`src/rtl/mem_ctrl_pkg.sv`:
```
// Shared definitions for mem_ctrl: controller states, requester identity,
// MEM length codes, IO region marker and RAM bus width.
package mem_ctrl_pkg;

    typedef enum logic [1:0] {
        MC_IDLE = 2'd0,
        MC_RD   = 2'd1,
        MC_WR   = 2'd2
    } mc_state_e;

    typedef enum logic {
        SRC_IF  = 1'b0,
        SRC_MEM = 1'b1
    } mc_src_e;

    // mem_len_i codes are bytes-1
    localparam logic [1:0] LEN_B = 2'd0;
    localparam logic [1:0] LEN_H = 2'd1;
    localparam logic [1:0] LEN_W = 2'd3;

    // addr[17:16] value that selects the memory-mapped IO region
    localparam logic [1:0] IO_HI_DEF = 2'b11;

    localparam int RAM_BUS_W = 8;

endpackage

```
`src/rtl/mem_ctrl.sv`:
```
// mem_ctrl: single-port byte-RAM arbiter for the IF fetch port and the MEM
// load/store port. Requests are split into byte accesses; read bytes are
// shifted into a 32-bit buffer little-endian and returned with a done pulse.
// Build option: MEMCTRL_IO_STALL_EN holds IO-region stores in IDLE while the
// IO output buffer reports full.
//
// state   | meaning
// --------+-----------------------------------------------------------
// MC_IDLE | bus idle (addr 0, no write); arbitrate, MEM before IF
// MC_RD   | byte reads: issue addr+k, capture byte k one edge later
// MC_WR   | byte writes: addr+k with wdata byte k, write strobe high
module mem_ctrl
    import mem_ctrl_pkg::*;
#(
    parameter int         ADDR_W = 32,
    parameter logic [1:0] IO_HI  = IO_HI_DEF
) (
    input  logic                 clk,
    input  logic                 rst,
    input  logic                 if_req_i,
    input  logic [ADDR_W-1:0]    if_addr_i,
    input  logic                 if_flush_i,
    input  logic                 mem_req_i,
    input  logic                 mem_we_i,
    input  logic [1:0]           mem_len_i,
    input  logic [ADDR_W-1:0]    mem_addr_i,
    input  logic [31:0]          mem_wdata_i,
    input  logic                 io_full_i,
    input  logic [RAM_BUS_W-1:0] ram_din_i,
    output logic [ADDR_W-1:0]    ram_a_o,
    output logic [RAM_BUS_W-1:0] ram_dout_o,
    output logic                 ram_wr_o,
    output logic                 if_done_o,
    output logic [31:0]          if_data_o,
    output logic                 mem_done_o,
    output logic [31:0]          mem_rdata_o
);

    mc_state_e             state_q, state_d;
    mc_src_e               src_q, src_d;
    logic [2:0]            cnt_q, cnt_d;
    logic [1:0]            len_q, len_d;
    logic [ADDR_W-1:0]     addr_q, addr_d;
    logic [31:0]           wdata_q, wdata_d;
    logic [31:0]           buf_q, buf_d;
    logic [ADDR_W-1:0]     ram_a_q, ram_a_d;
    logic [RAM_BUS_W-1:0]  ram_dout_q, ram_dout_d;
    logic                  ram_wr_q, ram_wr_d;
    logic                  if_done_q, if_done_d;
    logic [31:0]           if_data_q, if_data_d;
    logic                  mem_done_q, mem_done_d;
    logic [31:0]           mem_rdata_q, mem_rdata_d;
    logic                  io_block;
    logic [2:0]            nbytes;

`ifdef MEMCTRL_IO_STALL_EN
    assign io_block = mem_we_i && (mem_addr_i[17:16] == IO_HI) && io_full_i;
`else
    logic unused_io;
    assign unused_io = &{io_full_i, IO_HI};
    assign io_block  = 1'b0;
`endif

    assign nbytes = {1'b0, len_q} + 3'd1;

    // Next-state, bus and response computation; cnt_q is the edge index k
    always_comb begin
        state_d     = state_q;
        src_d       = src_q;
        cnt_d       = cnt_q;
        len_d       = len_q;
        addr_d      = addr_q;
        wdata_d     = wdata_q;
        buf_d       = buf_q;
        ram_a_d     = '0;
        ram_dout_d  = '0;
        ram_wr_d    = 1'b0;
        if_done_d   = 1'b0;
        if_data_d   = if_data_q;
        mem_done_d  = 1'b0;
        mem_rdata_d = mem_rdata_q;
        case (state_q)
            MC_IDLE: begin
                // a requester still sees its done pulse this cycle, so hold off
                if (!if_done_q && !mem_done_q) begin
                    if (mem_req_i && !io_block) begin
                        src_d   = SRC_MEM;
                        len_d   = mem_len_i;
                        addr_d  = mem_addr_i;
                        cnt_d   = 3'd1;
                        buf_d   = '0;
                        ram_a_d = mem_addr_i;
                        if (mem_we_i) begin
                            state_d    = MC_WR;
                            ram_dout_d = mem_wdata_i[7:0];
                            wdata_d    = mem_wdata_i >> 8;
                            ram_wr_d   = 1'b1;
                        end else begin
                            state_d = MC_RD;
                        end
                    end else if (if_req_i && !if_flush_i) begin
                        src_d   = SRC_IF;
                        len_d   = LEN_W;
                        addr_d  = if_addr_i;
                        cnt_d   = 3'd1;
                        buf_d   = '0;
                        ram_a_d = if_addr_i;
                        state_d = MC_RD;
                    end
                end
            end
            MC_RD: begin
                if (src_q == SRC_IF && if_flush_i) begin
                    state_d = MC_IDLE;
                    cnt_d   = '0;
                end else begin
                    cnt_d = cnt_q + 3'd1;
                    if (cnt_q <= nbytes)
                        buf_d = {ram_din_i, buf_q[31:8]};
                    if (cnt_q < nbytes)
                        ram_a_d = addr_q + ADDR_W'(cnt_q);
                    if (cnt_q == nbytes + 3'd1) begin
                        state_d = MC_IDLE;
                        cnt_d   = '0;
                        if (src_q == SRC_IF) begin
                            if_done_d = 1'b1;
                            if_data_d = buf_q;
                        end else begin
                            mem_done_d  = 1'b1;
                            // bytes arrived at the top; align down and zero above len
                            mem_rdata_d = buf_q >> {~len_q, 3'b000};
                        end
                    end
                end
            end
            MC_WR: begin
                if (cnt_q < nbytes) begin
                    ram_a_d    = addr_q + ADDR_W'(cnt_q);
                    ram_dout_d = wdata_q[7:0];
                    wdata_d    = wdata_q >> 8;
                    ram_wr_d   = 1'b1;
                    cnt_d      = cnt_q + 3'd1;
                end else begin
                    mem_done_d = 1'b1;
                    state_d    = MC_IDLE;
                    cnt_d      = '0;
                end
            end
            default: begin
                state_d = MC_IDLE;
                cnt_d   = '0;
            end
        endcase
    end

    // State and registered outputs; reset drops any transaction in flight
    always_ff @(posedge clk or posedge rst) begin
        if (rst) begin
            state_q     <= MC_IDLE;
            src_q       <= SRC_IF;
            cnt_q       <= '0;
            len_q       <= '0;
            addr_q      <= '0;
            wdata_q     <= '0;
            buf_q       <= '0;
            ram_a_q     <= '0;
            ram_dout_q  <= '0;
            ram_wr_q    <= 1'b0;
            if_done_q   <= 1'b0;
            if_data_q   <= '0;
            mem_done_q  <= 1'b0;
            mem_rdata_q <= '0;
        end else begin
            state_q     <= state_d;
            src_q       <= src_d;
            cnt_q       <= cnt_d;
            len_q       <= len_d;
            addr_q      <= addr_d;
            wdata_q     <= wdata_d;
            buf_q       <= buf_d;
            ram_a_q     <= ram_a_d;
            ram_dout_q  <= ram_dout_d;
            ram_wr_q    <= ram_wr_d;
            if_done_q   <= if_done_d;
            if_data_q   <= if_data_d;
            mem_done_q  <= mem_done_d;
            mem_rdata_q <= mem_rdata_d;
        end
    end

    assign ram_a_o     = ram_a_q;
    assign ram_dout_o  = ram_dout_q;
    assign ram_wr_o    = ram_wr_q;
    assign if_done_o   = if_done_q;
    assign if_data_o   = if_data_q;
    assign mem_done_o  = mem_done_q;
    assign mem_rdata_o = mem_rdata_q;

endmodule

```
`config.mk`:
```
export PLATFORM = sky130hd
export DESIGN_NAME = mem_ctrl
export DESIGN_NICKNAME = d
export VERILOG_FILES = /design/src/rtl/mem_ctrl_pkg.sv /design/src/rtl/mem_ctrl.sv
export SDC_FILE = /design/constraint.sdc
export NUM_CORES = 1
export LEC_CHECK = 0
export CAP_MARGIN = 20
export CORE_ASPECT_RATIO = 2
export CORE_MARGIN = 2
export CORE_UTILIZATION = 51
export DETAILED_ROUTE_END_ITERATION = 7
export PLACE_DENSITY = 0.92
export SLEW_MARGIN = 20
export SYNTH_ARGS = -nofsm -noshare
export SYNTH_HDL_FRONTEND = slang
export SYNTH_SLANG_ARGS = --single-unit
```
`constraint.sdc`:
```
create_clock -name clk -period 9 [get_ports clk]
set_input_delay 1.8 -clock clk [delete_from_list [all_inputs] [get_ports clk]]
set_output_delay 1.8 -clock clk [all_outputs]
set_load 0.02 [all_outputs]
```
==> flow_summary.ini, run 1 <==
[hold_path]
min_path_type = register to register

[synthesis]
synth_edf_count = 0
yosysWarnings = 0
synth_top_cell_by_area = dfrtp_1
yosysMostFrequentCell = dfrtp_1
ys_seq_elements = 203
synth.distinct_cells = 74
synth_area_leaders = dfrtp_1 51%, mux2i_1 3.4%, mux2_1 3.2%
synth_mux_area_share_pct = 8.87
synth_compound_area_share_pct = 17.8
synthesis.nets = 1058
synth_top_family_by_area = compound AO/OA/AOI/OAI gates
synth-adder-area-share_pct = 1.82
yosysSeqAreaShare_pct = 50.5
ys_async_sr_fraction_pct = 100
synth.top_cells.by_count = 203 x dfrtp_1, 64 x nor2_1, 59 x a21oi_1, 59 x nand2_1, 36 x o21ai_0
synth_top_area_share_pct = 50.5
synthXorXnorAreaFrac_pct = 2.74
synthSimpleGateAreaFrac_pct = 13.5
syn_area_um2 = 10100
syn_inst = 931
synth.avg_cell_area_um2 = 10.8
synthFlopType = dfrtp_1

[setup_path]
r2r_slack_ns = 5.46
cp-end-kind = register
path_cells = clkdlybuf4s50_1 -> nand2b_1 -> a21oi_1 -> nor2_2 -> nand2_1 -> o22ai_1
startpoint = if_flush_i
setup.worst_path.end = ram_a_o[11]
rr_worst_depth = 8
cp_num_buf_inv = 1
r2r-end = ram_a_o[11]
cp.depth = 6
worstPathRequired_ns = 9.37
path_delay_family = simple AND/OR/NAND/NOR gates
cp_slowest_cell = nand2_1
worstReg2RegStart = len_q[0]
cp_data_arrival_time_ns = 3.95
critical_path_class = primary input to register
path_max_fanout = 19
slowest_delay_ns = 0.61
worst_setup_path_start_kind = primary input

[clock_tree]
h-tree-depth = 1
postCtsResizedCells = 0
clock-sinks = 203
cts_setup_buffers = 0
cts-buffers-inserted = 19
clkTransAtPathRegs_ns = 0.07
clk_latency_ns = 0.49
tritoncts = yes
clockBufferDepth = 3
cts_hold_buf = 0
cts-root-buf = clkbuf_16

[job]
drv_cap = 0

[drt]
ant_nets = 0
drc_errors = 0
vias = 8197
drt_iter0_drc = 473
dr.pass1.iters = 5
postRouteWirelength_mm = 28.0
avgViaCountPerCell = 5.91
wire_per_inst_um = 20.2

[power]
p_clk_share_pct = 19.3
swShare_pct = 40.4
p_int_w = 0.00240
switchingPower_w = 0.00163
vdd_drop_max_mv = 0.238
power_density_nw_per_um2 = 312
p_seq_share_pct = 36.5
leakage_nw = 5.60
design_power_total_w = 0.00403
share_comb_of_total_power_pct = 44.2

[global_route]
grt_max_degree = 135
grt_pass1_wl_mm = 44.5
grt_pass1_vias = 8352
antenna_found_initial = 2
grt_usage_pct = 27.5
grt-ovfl-total = 0

[timing]
fmax_ghz = 0.279
grt_setup_unrepaired = no
fin_crit_ns = 3.58
slew_headroom_pct = 35.9
setup_viol = 0
finalCritPeriodShare_pct = 39.8
tns_ns = 0
hold_viol = 0
drv_slew = 0
tightest_slew_ns = 0.954
skew_ns = 0.0154

[die]
core_um2 = 19400
die-area_um2 = 20900
die_x_um = 103
fp-row-count = 72
ios = 220
start_util_pct = 51.9
die_h_um = 203

[cells_and_area]
syn2layout_area_growth_pct = 28.3
stdcell_area_um2 = 12900
fillCellCount = 1441
layout.nets = 1243
drive_gt1_share_pct = 11.5

[place]
dp_hpwl_mm = 20.0
placed_area_um2 = 12300
io_buffers = 218
finalWeightedCongestion = 0.871

[run_status]
status = finished clean
kinds of logic (layout without fill, tap and decap cells):
family / after synthesis / in the layout
adder cells (fa/ha/maj): 14 / 14
AND/OR/NAND/NOR: 254 / 254
XOR/XNOR: 28 / 28
multiplexers: 83 / 83
other: 0 / 2
buffers and inverters: 97 / 292
AO/OA/AOI/OAI: 252 / 252
flip-flops: 203 / 203
how the worst min path moves through the flow:
stage	from	endpoint	slack, ns	cells after the start
3_3_place_gp	addr_q[0]	addr_q[0]	0.46	1
5_1_grt	if_data_o[26]	if_data_o[26]	0.51	1
3_5_place_dp	if_data_o[14]	if_data_o[14]	0.48	1
2_1_floorplan	addr_q[0]	addr_q[0]	0.45	1
4_1_cts	if_data_o[14]	if_data_o[14]	0.49	1
6_report	if_data_o[14]	if_data_o[14]	0.49	1
power by group through the flow:
stage	registers (W)	clock network [W]	logic [W]
global placement	0.00146	0	0.00171
finish	0.00147	0.000778	0.00178
detailed placement	0.00148	0	0.00176
global route	0.00150	0.000820	0.00194
floorplan	0.00157	0	0.00103
CTS	0.00146	0.000787	0.00178
layout by cell type (no fill, tap or decap), types with 4 or more instances in the layout:
cell,n
clkdlybuf4s50_1,217
dfrtp_1,203
nor2_1,64
nand2_1,59
a21oi_1,59
o21ai_0,36
nand4_1,35
mux2i_1,34
inv_1,30
mux2_1,29
a21bo_2,28
a22oi_1,25
xnor2_1,24
nand3_1,22
mux2_2,20
clkbuf_16,19
a22o_1,17
o22ai_1,15
ha_1,13
nor2b_1,12
a21oi_2,11
buf_4,11
a211oi_1,8
a31oi_1,8
nor4_1,7
nand3b_1,7
a21o_1,7
o21ai_1,7
and3_1,6
nor3_1,5
o32ai_1,4
and2_1,4
nand4b_1,4
a21bo_1,4
registers in the layout, indices dropped and copies added, names as in the netlist, 2 cells and up:
name / count
ram_a_o: 32
mem_rdata_o: 32
addr_q: 32
state_q: 2
wdata_q: 24
ram_dout_o: 8
cnt_q: 3
len_q: 2
buf_q: 32
if_data_o: 32
stage by stage:
step	hold slack [ns]	setup slack, ns	util [%]	instances
after CTS	0.493	5.42	66.5	1385
after floorplan	0.454	1.66	-	931
after global routing	0.507	5.20	66.6	1387
after detailed placement	0.478	4.98	63.5	1354
final	0.489	5.42	66.6	1387
after global placement	0.464	4.98	63.5	1354
cell type report:
class	count	area, um2	area share, %
Inverter	32	128	0.989
Clock inverter	6	62.6	0.485
Tap cell	259	324	2.51
Timing Repair Buffer	229	2260	17.5
Clock buffer	25	528	4.09
Sequential cell	203	5080	39.4
Antenna cell	2	5.00	0.0388
Multi-Input combinational cell	631	4510	35.0
metal layers:
layer	share of wire, %	global-route usage, %	vias up
met4	7.9	17.6	0
li1	-	-	3723
met3	4.5	2.96	97
met1	33	29.1	4031
met5	0	0	-
met2	55	49.6	346
Note: power is estimated with default switching activity, not from simulation.
==> run 2, diff against run 1 <==
Settings changed: CORE_UTILIZATION 51 to 46, PLACE_DENSITY 0.92 to 0.89.
Clock period 9 ns to 3.2 ns, I/O delays scaled along.
==> run 2 against run 1 <==
Compared with the run above: worst hold slack worse by 0.0018 ns; highest routed layer unchanged; flip-flop and latch count stayed put; non-clock buffer count rose by 13; core utilization decreased by 5.7 points; largest cell class unchanged; power rose to 2.9 times the previous value; final area rose by 1.4%; sequential power rose to 2.8 times the previous value; critical path type is now register to register; register-to-register slack lost 5.1 ns; sequential share of layout area is 0.55 points lower; cell count increased by 2.0%.
==> flow_summary.ini, run 2 (same netlist as run 1, synthesis figures left out) <==
[power]
power_density_nw_per_um2 = 886
vdd_drop_max_mv = 0.571
design_power_total_w = 0.0116
leakage_nw = 5.67

[drt]
drt_iter0_drc = 628
avgViaCountPerCell = 5.85
dr.pass1.iters = 8
drc_errors = 0
postRouteWirelength_mm = 28.5
wire_per_inst_um = 20.1
ant_nets = 0
vias = 8272

[run_status]
status = finished clean

[setup_path]
path_max_fanout = 11
critical_path_class = register to register
worstReg2RegStart = len_q[0]
setup.worst_path.end = ram_a_o[25]
worst_setup_path_start_kind = register
r2r-end = ram_a_o[25]
worstPathRequired_ns = 3.59
r2r_slack_ns = 0.40
cp_data_arrival_time_ns = 3.19
rr_worst_depth = 9
startpoint = len_q[0]
cp-end-kind = register

[timing]
tightest_slew_ns = 0.828
drv_slew = 0
slew_headroom_pct = 44.4
skew_ns = 0.0109
finalCritPeriodShare_pct = 87.5
grt_setup_unrepaired = no
setup_viol = 0
fmax_ghz = 0.357
fin_crit_ns = 2.80
hold_viol = 0
tns_ns = 0

[die]
start_util_pct = 46.8
core_um2 = 21500
die_x_um = 109
die_h_um = 213
die-area_um2 = 23100
ios = 220
fp-row-count = 76

[clock_tree]
cts_hold_buf = 0
cts-buffers-inserted = 19
clock-sinks = 203
tritoncts = yes
clk_latency_ns = 0.48
clockBufferDepth = 3
cts-root-buf = clkbuf_16
h-tree-depth = 1
clkTransAtPathRegs_ns = 0.07
cts_setup_buffers = 0
postCtsResizedCells = 0

[place]
dp_hpwl_mm = 20.9
io_buffers = 218
finalWeightedCongestion = 0.885

[global_route]
grt_max_degree = 71
grt_pass1_vias = 8472
antenna_found_initial = 1
grt_pass1_wl_mm = 44.8
grt-ovfl-total = 0
grt_usage_pct = 25.0

[cells_and_area]
layout.nets = 1256
drive_gt1_share_pct = 12.5
syn2layout_area_growth_pct = 30.1
final_common_cell = clkdlybuf4s50_1
final_cell_mix = 217 x clkdlybuf4s50_1, 203 x dfrtp_1, 64 x nor2_1, 59 x nand2_1, 59 x a21oi_1
fillCellCount = 1729

[hold_path]
min_path_type = register to register
holdPathStages = 1

[job]
drv_cap = 0
==> run 2: cell count changes in the layout (fill, tap and decap cells not counted), sizes merged <==
cell | before | now
buf | 12 | 25
clkbuf | 25 | 26
clkinv | 4 | 0
clkinvlp | 0 | 4
inv | 33 | 31
bufinv | 1 | 3
==> run 2: area by class of cell <==
type                    count  area, um2  area share (%)
flip-flops and latches    203       5080            38.8
well taps                 273        342            2.61
multi-input cells         631       4510            34.4
clock buffers              26        532            4.06
repair buffers            242       2380            18.2
clock inverters             6        113           0.861
diodes                      2       5.00          0.0383
inverters                  32        124           0.947
==> run 2: worst min-delay path by stage <==
stage / from / end
6_report: if_data_o[5] / if_data_o[5]
5_1_grt: if_data_o[5] / if_data_o[5]
4_1_cts: if_data_o[9] / if_data_o[9]
3_5_place_dp: if_data_o[18] / if_data_o[18]
3_3_place_gp: addr_q[0] / addr_q[0]
2_1_floorplan: addr_q[0] / addr_q[0]
==> run 2: worst max-delay path: stages (launching register included) <==
cell	delay (ns)
dfrtp_1	0.36
buf_4	0.21
ha_1	0.20
inv_1	0.05
ha_1	0.31
a21oi_1	0.21
o21ai_2	0.19
nor3_1	0.72
o311ai_1	0.27
o211ai_1	0.18
==> run 2: where the power goes <==
part	internal, W	total, W	switching, W
combinational	0.00215	0.00510	0.00295
sequential	0.00341	0.00412	0.000718
clock	0.00141	0.00238	0.000971
total	0.00696	0.0116	0.00463
==> run 2: per-layer routing <==
layer / global-route usage [%] / wire length, um / up-vias / part of all wire [%]
li1: - / - / 3746 / -
met1: 26.1 / 9420 / 4059 / 33
met2: 46.3 / 15900 / 365 / 56
met3: 2.78 / 1330 / 102 / 4.7
met4: 15.7 / 1870 / 0 / 6.6
met5: 0 / 0 / - / 0
==> run 2: per-stage QoR <==
stage          area (um2)  utilization (%)  worst slack, ns  hold WS, ns  cells
2_1_floorplan       10100                -          -0.0703        0.454    931
3_3_place_gp        12400             57.9            0.597        0.464   1381
3_5_place_dp        12400             57.9            0.401        0.478   1381
4_1_cts             13100             60.9            0.400        0.494   1413
5_1_grt             13100             60.9            0.162        0.512   1414
6_report            13100             60.9            0.401        0.487   1415
